<file path="src/rtl/multicycle_control_pkg.sv">
// Shared encodings for the multicycle control unit: opcodes, FSM states,
// instruction classes, datapath mux selects and ALU operation codes.
package multicycle_control_pkg;

   localparam int OP_R    = 0;
   localparam int OP_J    = 1;
   localparam int OP_BNE  = 2;
   localparam int OP_JAL  = 3;
   localparam int OP_JR   = 4;
   localparam int OP_ADDI = 5;
   localparam int OP_BLT  = 6;
   localparam int OP_SW   = 7;
   localparam int OP_LW   = 8;

   typedef enum logic [2:0] {
      S_IDLE   = 3'd0,
      S_IFETCH = 3'd1,
      S_DECODE = 3'd2,
      S_EXEC   = 3'd3,
      S_MEM    = 3'd4,
      S_WB     = 3'd5,
      S_HALT   = 3'd6
   } state_t;

   typedef enum logic [3:0] {
      CLS_R, CLS_J, CLS_BNE, CLS_JAL, CLS_JR,
      CLS_ADDI, CLS_BLT, CLS_SW, CLS_LW, CLS_ILL
   } cls_t;

   localparam logic [1:0] PC_INC  = 2'd0;
   localparam logic [1:0] PC_BR   = 2'd1;
   localparam logic [1:0] PC_JUMP = 2'd2;
   localparam logic [1:0] PC_REG  = 2'd3;

   localparam logic [1:0] WSEL_ALU = 2'd0;
   localparam logic [1:0] WSEL_MEM = 2'd1;
   localparam logic [1:0] WSEL_PC1 = 2'd2;

   localparam int ALU_ADD = 0;
   localparam int ALU_SUB = 1;

   function automatic cls_t op_class(input logic [31:0] op);
      case (op)
         OP_R:    return CLS_R;
         OP_J:    return CLS_J;
         OP_BNE:  return CLS_BNE;
         OP_JAL:  return CLS_JAL;
         OP_JR:   return CLS_JR;
         OP_ADDI: return CLS_ADDI;
         OP_BLT:  return CLS_BLT;
         OP_SW:   return CLS_SW;
         OP_LW:   return CLS_LW;
         default: return CLS_ILL;
      endcase
   endfunction

endpackage

</file>
<file path="src/rtl/multicycle_control_wait_timer.sv">
// Handshake watchdog: counts waiting cycles and flags expiry at TIMEOUT-1.
module mc_wait_timer #(
   parameter int TIMEOUT = 16
) (
   input  logic clock,
   input  logic reset_n,
   input  logic clear,
   input  logic enable,
   output logic expired
);

   localparam int W = $clog2(TIMEOUT);

   logic [W-1:0] count;

   assign expired = (count == W'(TIMEOUT - 1));

   // Holds at the terminal value; the FSM leaves the waiting state on expiry.
   always_ff @(posedge clock or negedge reset_n) begin
      if (!reset_n) begin
         count <= '0;
      end else if (clear) begin
         count <= '0;
      end else if (enable && !expired) begin
         count <= count + W'(1);
      end
   end

endmodule

</file>
<file path="src/rtl/multicycle_control.sv">
// Multicycle control FSM sequencing fetch/decode/execute/memory/writeback
// with ready handshakes, watchdog bus error and retired-instruction count.
//
//  state  | meaning
//  IDLE   | post-reset, all outputs low, go to IFETCH
//  IFETCH | request instruction, latch IR and PC+1 on imem_ready
//  DECODE | latch class/alu_op, finish jumps, flag illegal opcodes
//  EXEC   | drive ALU, resolve branches
//  MEM    | data memory access, wait for dmem_ready
//  WB     | register file write
//  HALT   | bus error, stuck until reset
module multicycle_control
   import multicycle_control_pkg::*;
#(
   parameter int OPCODE_W = 5,
   parameter int ALUOP_W  = 5,
   parameter int TIMEOUT  = 16,
   parameter int CNT_W    = 32
) (
   input  logic                clock,
   input  logic                reset_n,
   input  logic [OPCODE_W-1:0] opcode,
   input  logic [ALUOP_W-1:0]  alu_op,
   input  logic                alu_ne,
   input  logic                alu_lt,
   input  logic                imem_ready,
   input  logic                dmem_ready,
   output logic                imem_req,
   output logic                dmem_req,
   output logic                dmem_we,
   output logic                ir_we,
   output logic                pc_we,
   output logic [1:0]          pc_sel,
   output logic                rf_we,
   output logic [1:0]          rf_wsel,
   output logic                rd_r31,
   output logic                alub_imm,
   output logic [ALUOP_W-1:0]  aluop_ctrl,
   output logic                rtar_ctrl,
   output logic                illegal_op,
   output logic                bus_error,
   output logic [CNT_W-1:0]    instr_cnt,
   output logic [2:0]          state
);

   state_t             state_q, state_d;
   cls_t               cls_q;
   cls_t               dec_cls;
   logic [ALUOP_W-1:0] aluop_q;
   logic               retire, set_err;
   logic               imem_exp, dmem_exp;
   logic               ex_imm, ex_rtar;
   logic [ALUOP_W-1:0] ex_aluop;

   assign dec_cls = op_class(32'(opcode));
   assign state   = state_q;

   mc_wait_timer #(.TIMEOUT(TIMEOUT)) u_imem_timer (
      .clock   (clock),
      .reset_n (reset_n),
      .clear   ((state_q != S_IFETCH) || imem_ready),
      .enable  ((state_q == S_IFETCH) && !imem_ready),
      .expired (imem_exp)
   );

   mc_wait_timer #(.TIMEOUT(TIMEOUT)) u_dmem_timer (
      .clock   (clock),
      .reset_n (reset_n),
      .clear   ((state_q != S_MEM) || dmem_ready),
      .enable  ((state_q == S_MEM) && !dmem_ready),
      .expired (dmem_exp)
   );

   // ALU controls as a function of the latched class, shared by EXEC and WB.
   always_comb begin
      ex_imm   = 1'b0;
      ex_rtar  = 1'b0;
      ex_aluop = '0;
      case (cls_q)
         CLS_R:    ex_aluop = aluop_q;
         CLS_ADDI, CLS_LW: begin
            ex_imm   = 1'b1;
            ex_aluop = ALUOP_W'(ALU_ADD);
         end
         CLS_SW: begin
            ex_imm   = 1'b1;
            ex_rtar  = 1'b1;
            ex_aluop = ALUOP_W'(ALU_ADD);
         end
         CLS_BNE, CLS_BLT: begin
            ex_rtar  = 1'b1;
            ex_aluop = ALUOP_W'(ALU_SUB);
         end
         default: ;
      endcase
   end

   always_comb begin
      state_d    = state_q;
      imem_req   = 1'b0;
      dmem_req   = 1'b0;
      dmem_we    = 1'b0;
      ir_we      = 1'b0;
      pc_we      = 1'b0;
      pc_sel     = PC_INC;
      rf_we      = 1'b0;
      rf_wsel    = WSEL_ALU;
      rd_r31     = 1'b0;
      alub_imm   = 1'b0;
      aluop_ctrl = '0;
      rtar_ctrl  = 1'b0;
      illegal_op = 1'b0;
      retire     = 1'b0;
      set_err    = 1'b0;
      case (state_q)
         S_IDLE: state_d = S_IFETCH;
         S_IFETCH: begin
            imem_req = 1'b1;
            if (imem_ready) begin
               ir_we   = 1'b1;
               pc_we   = 1'b1;
               state_d = S_DECODE;
            end else if (imem_exp) begin
               set_err = 1'b1;
               state_d = S_HALT;
            end
         end
         S_DECODE: begin
            state_d = S_EXEC;
            case (dec_cls)
               CLS_J, CLS_JAL: begin
                  pc_we   = 1'b1;
                  pc_sel  = PC_JUMP;
                  retire  = 1'b1;
                  state_d = S_IFETCH;
                  if (dec_cls == CLS_JAL) begin
                     rf_we   = 1'b1;
                     rf_wsel = WSEL_PC1;
                     rd_r31  = 1'b1;
                  end
               end
               CLS_JR: begin
                  pc_we   = 1'b1;
                  pc_sel  = PC_REG;
                  retire  = 1'b1;
                  state_d = S_IFETCH;
               end
               CLS_ILL: begin
                  illegal_op = 1'b1;
                  state_d    = S_IFETCH;
               end
               default: ;
            endcase
         end
         S_EXEC: begin
            alub_imm   = ex_imm;
            aluop_ctrl = ex_aluop;
            rtar_ctrl  = ex_rtar;
            case (cls_q)
               CLS_BNE, CLS_BLT: begin
                  pc_we   = (cls_q == CLS_BNE) ? alu_ne : alu_lt;
                  pc_sel  = PC_BR;
                  retire  = 1'b1;
                  state_d = S_IFETCH;
               end
               CLS_LW, CLS_SW: state_d = S_MEM;
               default:        state_d = S_WB;
            endcase
         end
         S_MEM: begin
            dmem_req   = 1'b1;
            dmem_we    = (cls_q == CLS_SW);
            alub_imm   = 1'b1;
            aluop_ctrl = ALUOP_W'(ALU_ADD);
            if (dmem_ready) begin
               if (cls_q == CLS_SW) begin
                  retire  = 1'b1;
                  state_d = S_IFETCH;
               end else begin
                  state_d = S_WB;
               end
            end else if (dmem_exp) begin
               set_err = 1'b1;
               state_d = S_HALT;
            end
         end
         S_WB: begin
            rf_we      = 1'b1;
            rf_wsel    = (cls_q == CLS_LW) ? WSEL_MEM : WSEL_ALU;
            alub_imm   = ex_imm;
            aluop_ctrl = ex_aluop;
            rtar_ctrl  = ex_rtar;
            retire     = 1'b1;
            state_d    = S_IFETCH;
         end
         S_HALT:  state_d = S_HALT;
         default: state_d = S_IDLE;
      endcase
   end

   always_ff @(posedge clock or negedge reset_n) begin
      if (!reset_n) begin
         state_q   <= S_IDLE;
         cls_q     <= CLS_R;
         aluop_q   <= '0;
         bus_error <= 1'b0;
         instr_cnt <= '0;
      end else begin
         state_q <= state_d;
         if (state_q == S_DECODE) begin
            cls_q   <= dec_cls;
            aluop_q <= alu_op;
         end
         if (set_err) bus_error <= 1'b1;
         if (retire)  instr_cnt <= instr_cnt + CNT_W'(1);
      end
   end

endmodule

</file>
<file path="config.mk">
export PLATFORM = sky130hd
export DESIGN_NAME = multicycle_control
export DESIGN_NICKNAME = d
export VERILOG_FILES = /design/src/rtl/multicycle_control_pkg.sv /design/src/rtl/multicycle_control_wait_timer.sv /design/src/rtl/multicycle_control.sv
export SDC_FILE = /design/constraint.sdc
export NUM_CORES = 1
export LEC_CHECK = 0
export CAP_MARGIN = 20
export CORE_MARGIN = 5
export CORE_UTILIZATION = 25
export CTS_BUF_LIST = sky130_fd_sc_hd__clkbuf_8
export CTS_CLUSTER_SIZE = 30
export DETAILED_ROUTE_END_ITERATION = 8
export PLACE_DENSITY_LB_ADDON = 0.3
export SETUP_SLACK_MARGIN = 0.02
export SLEW_MARGIN = 10
export SYNTH_ARGS = -nofsm -noshare
export SYNTH_HDL_FRONTEND = slang
export SYNTH_HIERARCHICAL = 1
export SYNTH_SLANG_ARGS = --single-unit
</file>
<file path="constraint.sdc">
create_clock -name clock -period 4.8 [get_ports clock]
set_clock_uncertainty 0.05 [all_clocks]
set_input_delay 0.96 -clock clock [delete_from_list [all_inputs] [get_ports clock]]
set_output_delay 0.96 -clock clock [all_outputs]
set_load 0.05 [all_outputs]
</file>
## Yosys cells after proc, flatten, opt, wreduce, memory -nomap -nowiden

Memory sizes are Yosys's and may differ from the RTL's.
Cells that the tools add are included.

- Add/sub/neg operators: 3
- Equality and inequality tests: 21
- Mux-type cells: 50
- Reductions and logical operators: 24

Operator list:

| cell | number |
|---|---|
| 32-bit by 1-bit adder with 32-bit output (second input constant) | 1 |
| 1-bit two-way mux | 25 |
| 4-bit two-way mux | 5 |
| 3-bit one-hot mux with 6 select lines | 1 |
| 4-bit by 3-bit == test with 1-bit output (second input constant) | 4 |
| 4-bit == test (second input constant) | 4 |
| 3-bit two-way mux | 5 |
| 2-bit one-hot mux with 2 select lines | 3 |
| 5-bit one-hot mux with 2 select lines | 1 |
| 2-bit OR reduction | 5 |
| 3-bit == test (second input constant) | 3 |
| 3-bit OR reduction | 3 |
| 4-bit by 1-bit adder with 4-bit output (second input constant) | 2 |
| 4-bit by 2-bit == test with 1-bit output (second input constant) | 2 |
| 3-bit by 2-bit == test with 1-bit output (second input constant) | 2 |
| 2-bit two-way mux | 3 |
| 3-bit by 2-bit inequality test with 1-bit output (second input constant) | 2 |
| 1-bit one-hot mux with 2 select lines | 3 |
| 3-bit one-hot mux with 2 select lines | 1 |
| 5-bit two-way mux | 1 |
| 4-bit by 1-bit == test with 1-bit output (second input constant) | 1 |
| 1-bit logical AND | 4 |
| 1-bit zero test | 4 |
| 4-bit zero test | 1 |
| other kinds (10) | 12 |

- Register bits: 53
- ROM bits: 64
- Bits of input ports: 16
- Output and inout bits: 55
- Word-level logic and storage cells: 106
- Memories: 1

Memories:

| name | words | width | rd ports | clocked after memory_dff | write ports | RTL line | RTL |
|---|---|---|---|---|---|---|---|
| (name not given) | 16 | 4 | 1 | 0 | 0 | multicycle_control_pkg.sv:43 | `case (op)` |

## Longest topological paths before layout

An unclocked memory read counts as a cell.

- Depth in word-level cells: 6
- Mapped depth: 7

## Cells and area by module

The synthesis kept the hierarchy.

Modules (own cells, without submodules):

| module | times used | cells each | area each (um^2) | seq. area each (um^2) |
|---|---|---|---|---|
| multicycle_control | 1 | 264 | 2577.5 | 1126.1 |
| mc_wait_timer | 2 | 20 | 229.0 | 100.1 |

## Worst setup path before layout

Ideal clock, no wire load.

- Path kind: register -> output
- Start point: reg state_q[1] (netlist: state[1])
- End point: out rf_we
- Arrival: 3.744 ns
- Required time: 3.790 ns
- Slack: 0.046 ns
- Stages on the path, launching flop included: 7
- Path buffers: 2
- Cells stage by stage: dfrtp_1 > buf_2 > nor3b_1 > buf_2 > nand2_1 > nor4b_1 > nand2b_1

- Cells in the longest elaborated chain, start to end: 2
- Elaborated cells between the ends (all ways): 3
- Those cells by class: eq/ne (2); mux (1)

Ends and longest elaborated chain:

| what | RTL line | RTL |
|---|---|---|
| start: declaration | multicycle_control.sv:46 | `state_t state_q, state_d;` |
| start signal: assignment | multicycle_control.sv:209 | `state_q <= state_d;` |
| 3-bit == test or 3-bit by 2-bit == test with 1-bit output (tied branches) | multicycle_control.sv:115 | `case (state_q)` |
| 1-bit one-hot mux with 2 select lines * | multicycle_control.sv:115 |  |
| end: declaration | multicycle_control.sv:34 | `output logic rf_we,` |

Mark *: on every way between the ends. The rest lies on a longest branch, timed or not.

## Worst setup path in the final report

- Start point: in opcode[2]
- End point: out pc_sel[0]

- Cells in the longest elaborated chain, start to end: 6
- Elaborated cells between the ends (all ways): 8
- Those cells by class: eq/ne (3); mux (3); reduce/logical (1); memory (1)

Ends and longest elaborated chain:

| what | RTL line | RTL |
|---|---|---|
| start: declaration | multicycle_control.sv:22 | `input logic [OPCODE_W-1:0] opcode,` |
| memory 16 x 4 bit * | - |  |
| 4-bit two-way mux * | multicycle_control_pkg.sv:43 |  |
| 4-bit by 2-bit == test with 1-bit output or 4-bit by 1-bit == test with 1-bit output (tied branches) | multicycle_control.sv:130 | `case (dec_cls)` |
| 2-bit OR reduction | - |  |
| 2-bit one-hot mux with 2 select lines * | multicycle_control.sv:130 |  |
| 2-bit one-hot mux with 2 select lines * | multicycle_control.sv:115 |  |
| end: declaration | multicycle_control.sv:33 | `output logic [1:0] pc_sel,` |

Marked as above.

==> impl_metrics.py <==
metrics = {
    "clocking": {
        "numCtsBuffers": 5,
        "clkSinkCount": 53,
        "postCtsSetupBuffers": 0,
        "cts_resized": 0,
        "clk_pin_slew_ns": 0.11,
        "postCtsHoldBufs": 0,
        "cts_tree": "yes",
        "htreeDepth": 2,
        "clockBufferDepth": 2,
        "cts_root_buffer": "clkbuf_8",
        "insertion_delay_ns": 0.31,
    },
    "finish": {
        "final_cells": 523,
        "fillers": 1218,
        "design_area_um2": 4008,
        "insertedDiodeCount": 0,
        "drive_gt1_share_pct": 10.11,
        "seqCellArea_um2": 1326,
        "fin_nets": 395,
        "multi_input_area_um2": 1630,
        "area_growth_pct": 32.03,
    },
    "placed_design": {
        "gp_congestion": 0.7950,
        "dp_cells": 515,
        "port_buffers": 70,
        "placed_area_um2": 3896,
        "place_worst_setup_slack_ns": 0.4925,
        "hpwlAfterDp_mm": 5.881,
    },
    "critical_path": {
        "r2r_start": "state[0]",
        "worstPathArrival_ns": 3.31,
        "cp_num_buf_inv": 2,
        "path_class": "in -> out",
        "slowest_stage": "clkdlybuf4s50_1",
        "worstPathRequired_ns": 3.79,
        "slowest_delay_ns": 0.80,
        "critPathMaxFanout": 9,
        "cpMostUsedCell": "clkdlybuf4s50_1",
        "worstPathCellList": "clkdlybuf4s50_1, o21a_1, nor3_1, nand3b_1, o22ai_1, and2_1, clkdlybuf4s50_1",
        "crit_path_end_kind": "output pin",
        "startpoint": "opcode[2]",
        "crit_path_start_kind": "input port",
        "r2r_setup_slack_ns": 2.30,
        "path_delay_family": "buffers and inverters",
    },
    "power": {
        "internal_power_uw": 902.5,
        "power_density_nw_per_um2": 401.3,
        "power.switching_uw": 705.6,
        "clockPowerShare_pct": 19.2,
        "pwr-share-comb_pct": 44.3,
        "seqPwrFrac_pct": 36.5,
        "p_leak_nw": 1.609,
        "irDropWorstVdd_mv": 0.2509,
        "p_sw_share_pct": 43.88,
    },
    "logic_synthesis": {
        "netlist_area_um2": 3035,
        "synth_cells": 304,
        "yosys.cell_count.top_type": "dfrtp_1",
        "synth_top_area_cell": "dfrtp_1",
        "synthTopCellsByCount": "53 x dfrtp_1, 38 x nand2_1, 16 x xor2_1",
        "synth_top_area_share_pct": 43.69,
        "synth.area.top_cells": "dfrtp_1 44%, nand2_1 4.7%, xor2_1 4.6%",
        "ys.flop_type": "dfrtp_1",
        "ys_seq_area_share_pct": 43.69,
        "postSynthAreaPerCell_um2": 9.985,
        "async_flop_share_pct": 100.0,
        "syn-num-nets": 324,
        "synth_edf_count": 0,
        "ys_warn_count": 6,
        "synth-seq-cells": 53,
        "ys_types": 54,
    },
    "detailed_routing": {
        "drc": 0,
        "vias": 2498,
        "antenna_left": 0,
        "wirelength_mm": 7.770,
        "vias_per_cell": 4.776,
        "drt-wirelength-per-cell_um": 14.86,
        "drt-pass1-iter-count": 4,
        "drt_iter0_drc": 119,
    },
    "min_path": {
        "hold_start": "instr_cnt[31]",
        "hold_path_class": "reg -> reg",
    },
    "floorplan": {
        "die_h_um": 120.2,
        "die_area_um2": 14450,
        "die_x_um": 120.2,
        "row_count": 40,
        "fp.coreArea_um2": 11960,
        "num_io_pins": 71,
        "initial_core_util_pct": 25.38,
    },
    "global_route": {
        "antenna_found_initial": 0,
        "groute.usage.overall_pct": 10.90,
        "grt_pass1_vias": 2498,
        "grt_max_degree": 33,
        "overflow": 0,
        "grt_pass1_wl_mm": 12.81,
    },
    "sta": {
        "final-setup-viol-count": 0,
        "finalCritPeriodShare_pct": 89.99,
        "worst_slack_ns": 0.4804,
        "max_freq_ghz": 0.2315,
        "rsz0062_at_grt": "no",
        "hold_violations": 0,
        "fin_crit_ns": 4.320,
        "slew_headroom_pct": 51.85,
        "tightestPinTransition_ns": 0.7223,
        "maxSlewViolCount": 0,
        "tns_ns": 0,
    },
    "run": {
        "drv_cap": 0,
    },
    "outcome": {
        "outcome": "finished clean",
    },
}
-- worst reg2reg max path, cell delays in order (launching register included) --
cell and delay [ns]:
dfrtp_1 0.51, buf_4 0.25, nor3b_1 0.07, buf_4 0.19, o211a_2 0.17, a221oi_4 0.57, buf_4 0.32, nor3_1 0.08
xor2_1 0.17
-- worst paths after layout --
path / to / cells after the start
worst max-delay path: pc_sel[0] / 7
worst min-delay path: instr_cnt[31] / 1
worst max register to register: instr_cnt[23] / 8
worst min register to register: instr_cnt[31] / 1
max in group asynchronous: u_dmem_timer/count[1] / 2
min in group asynchronous: instr_cnt[15] / 1
-- per-stage QoR --
step           hold slack [ns]  util, %  total power, mW
6_report                0.4195    33.50            1.608
5_1_grt                 0.4364    33.50            1.720
4_1_cts                 0.4289    33.50            1.637
3_5_place_dp            0.4039    32.57            1.316
3_3_place_gp            0.4072    32.57            1.314
2_1_floorplan           0.3874        -            1.090
-- registers in the layout, summed over array words and instances (netlist names) --
signal              cells
instr_cnt              32
aluop_q                 5
bus_error               1
u_dmem_timer/count      4
u_imem_timer/count      4
cls_q                   4
state                   3
-- per-layer routing --
metal	vias up	global-route usage [%]	part of all wire, %
li1	1223	-	-
met1	1197	14.11	46
met2	70	18.41	48
met3	8	2.619	5.7
met4	0	2.577	0.93
met5	-	0	0
-- cell families (layout without fill, tap and decap cells) --
logic type      count (synthesis)  in the layout  share of synthesized area, %
compound gates                 36             36                         8.244
buf+inv                        17             89                         2.597
fa+ha+maj                       4              4                         1.649
xor+xnor                       31             31                         8.945
simple gates                  156            156                         32.15
mux                             7              7                         2.721
flops                          53             53                         43.69
-- power by group through the flow --
stage	clock network, mW	registers, mW	logic (mW)
after floorplan	0	0.651	0.438
after global placement	0	0.598	0.716
after detailed placement	0	0.599	0.717
after CTS	0.326	0.589	0.722
after global routing	0.345	0.602	0.773
final	0.309	0.587	0.712
-- layout make-up --
| cell class | count | share of cell area, % |
|---|---|---|
| Multi-Input combinational cell | 234 | 40.68 |
| Sequential cell | 53 | 33.09 |
| Timing Repair Buffer | 75 | 18.30 |
| Tap cell | 147 | 4.589 |
| Clock buffer | 5 | 1.717 |
| Clock inverter | 3 | 1.062 |
| Inverter | 6 | 0.5620 |
-- cells in the final DEF (no fill, tap or decap), types with 5 or more instances in the layout --
master            n
a21oi_1           9
and2_1            7
buf_4             5
clkbuf_8          5
clkdlybuf4s50_1  69
dfrtp_1          53
inv_1             7
nand2_1          38
nand2b_1         11
nand3_1          14
nand4_1          10
nor2_1           15
nor2b_1           6
nor3_1           15
nor4_2            5
nor4b_2           6
o21ai_0          10
xnor2_1          15
xor2_1           16
No activity file was read; power rests on OpenSTA's default activity.
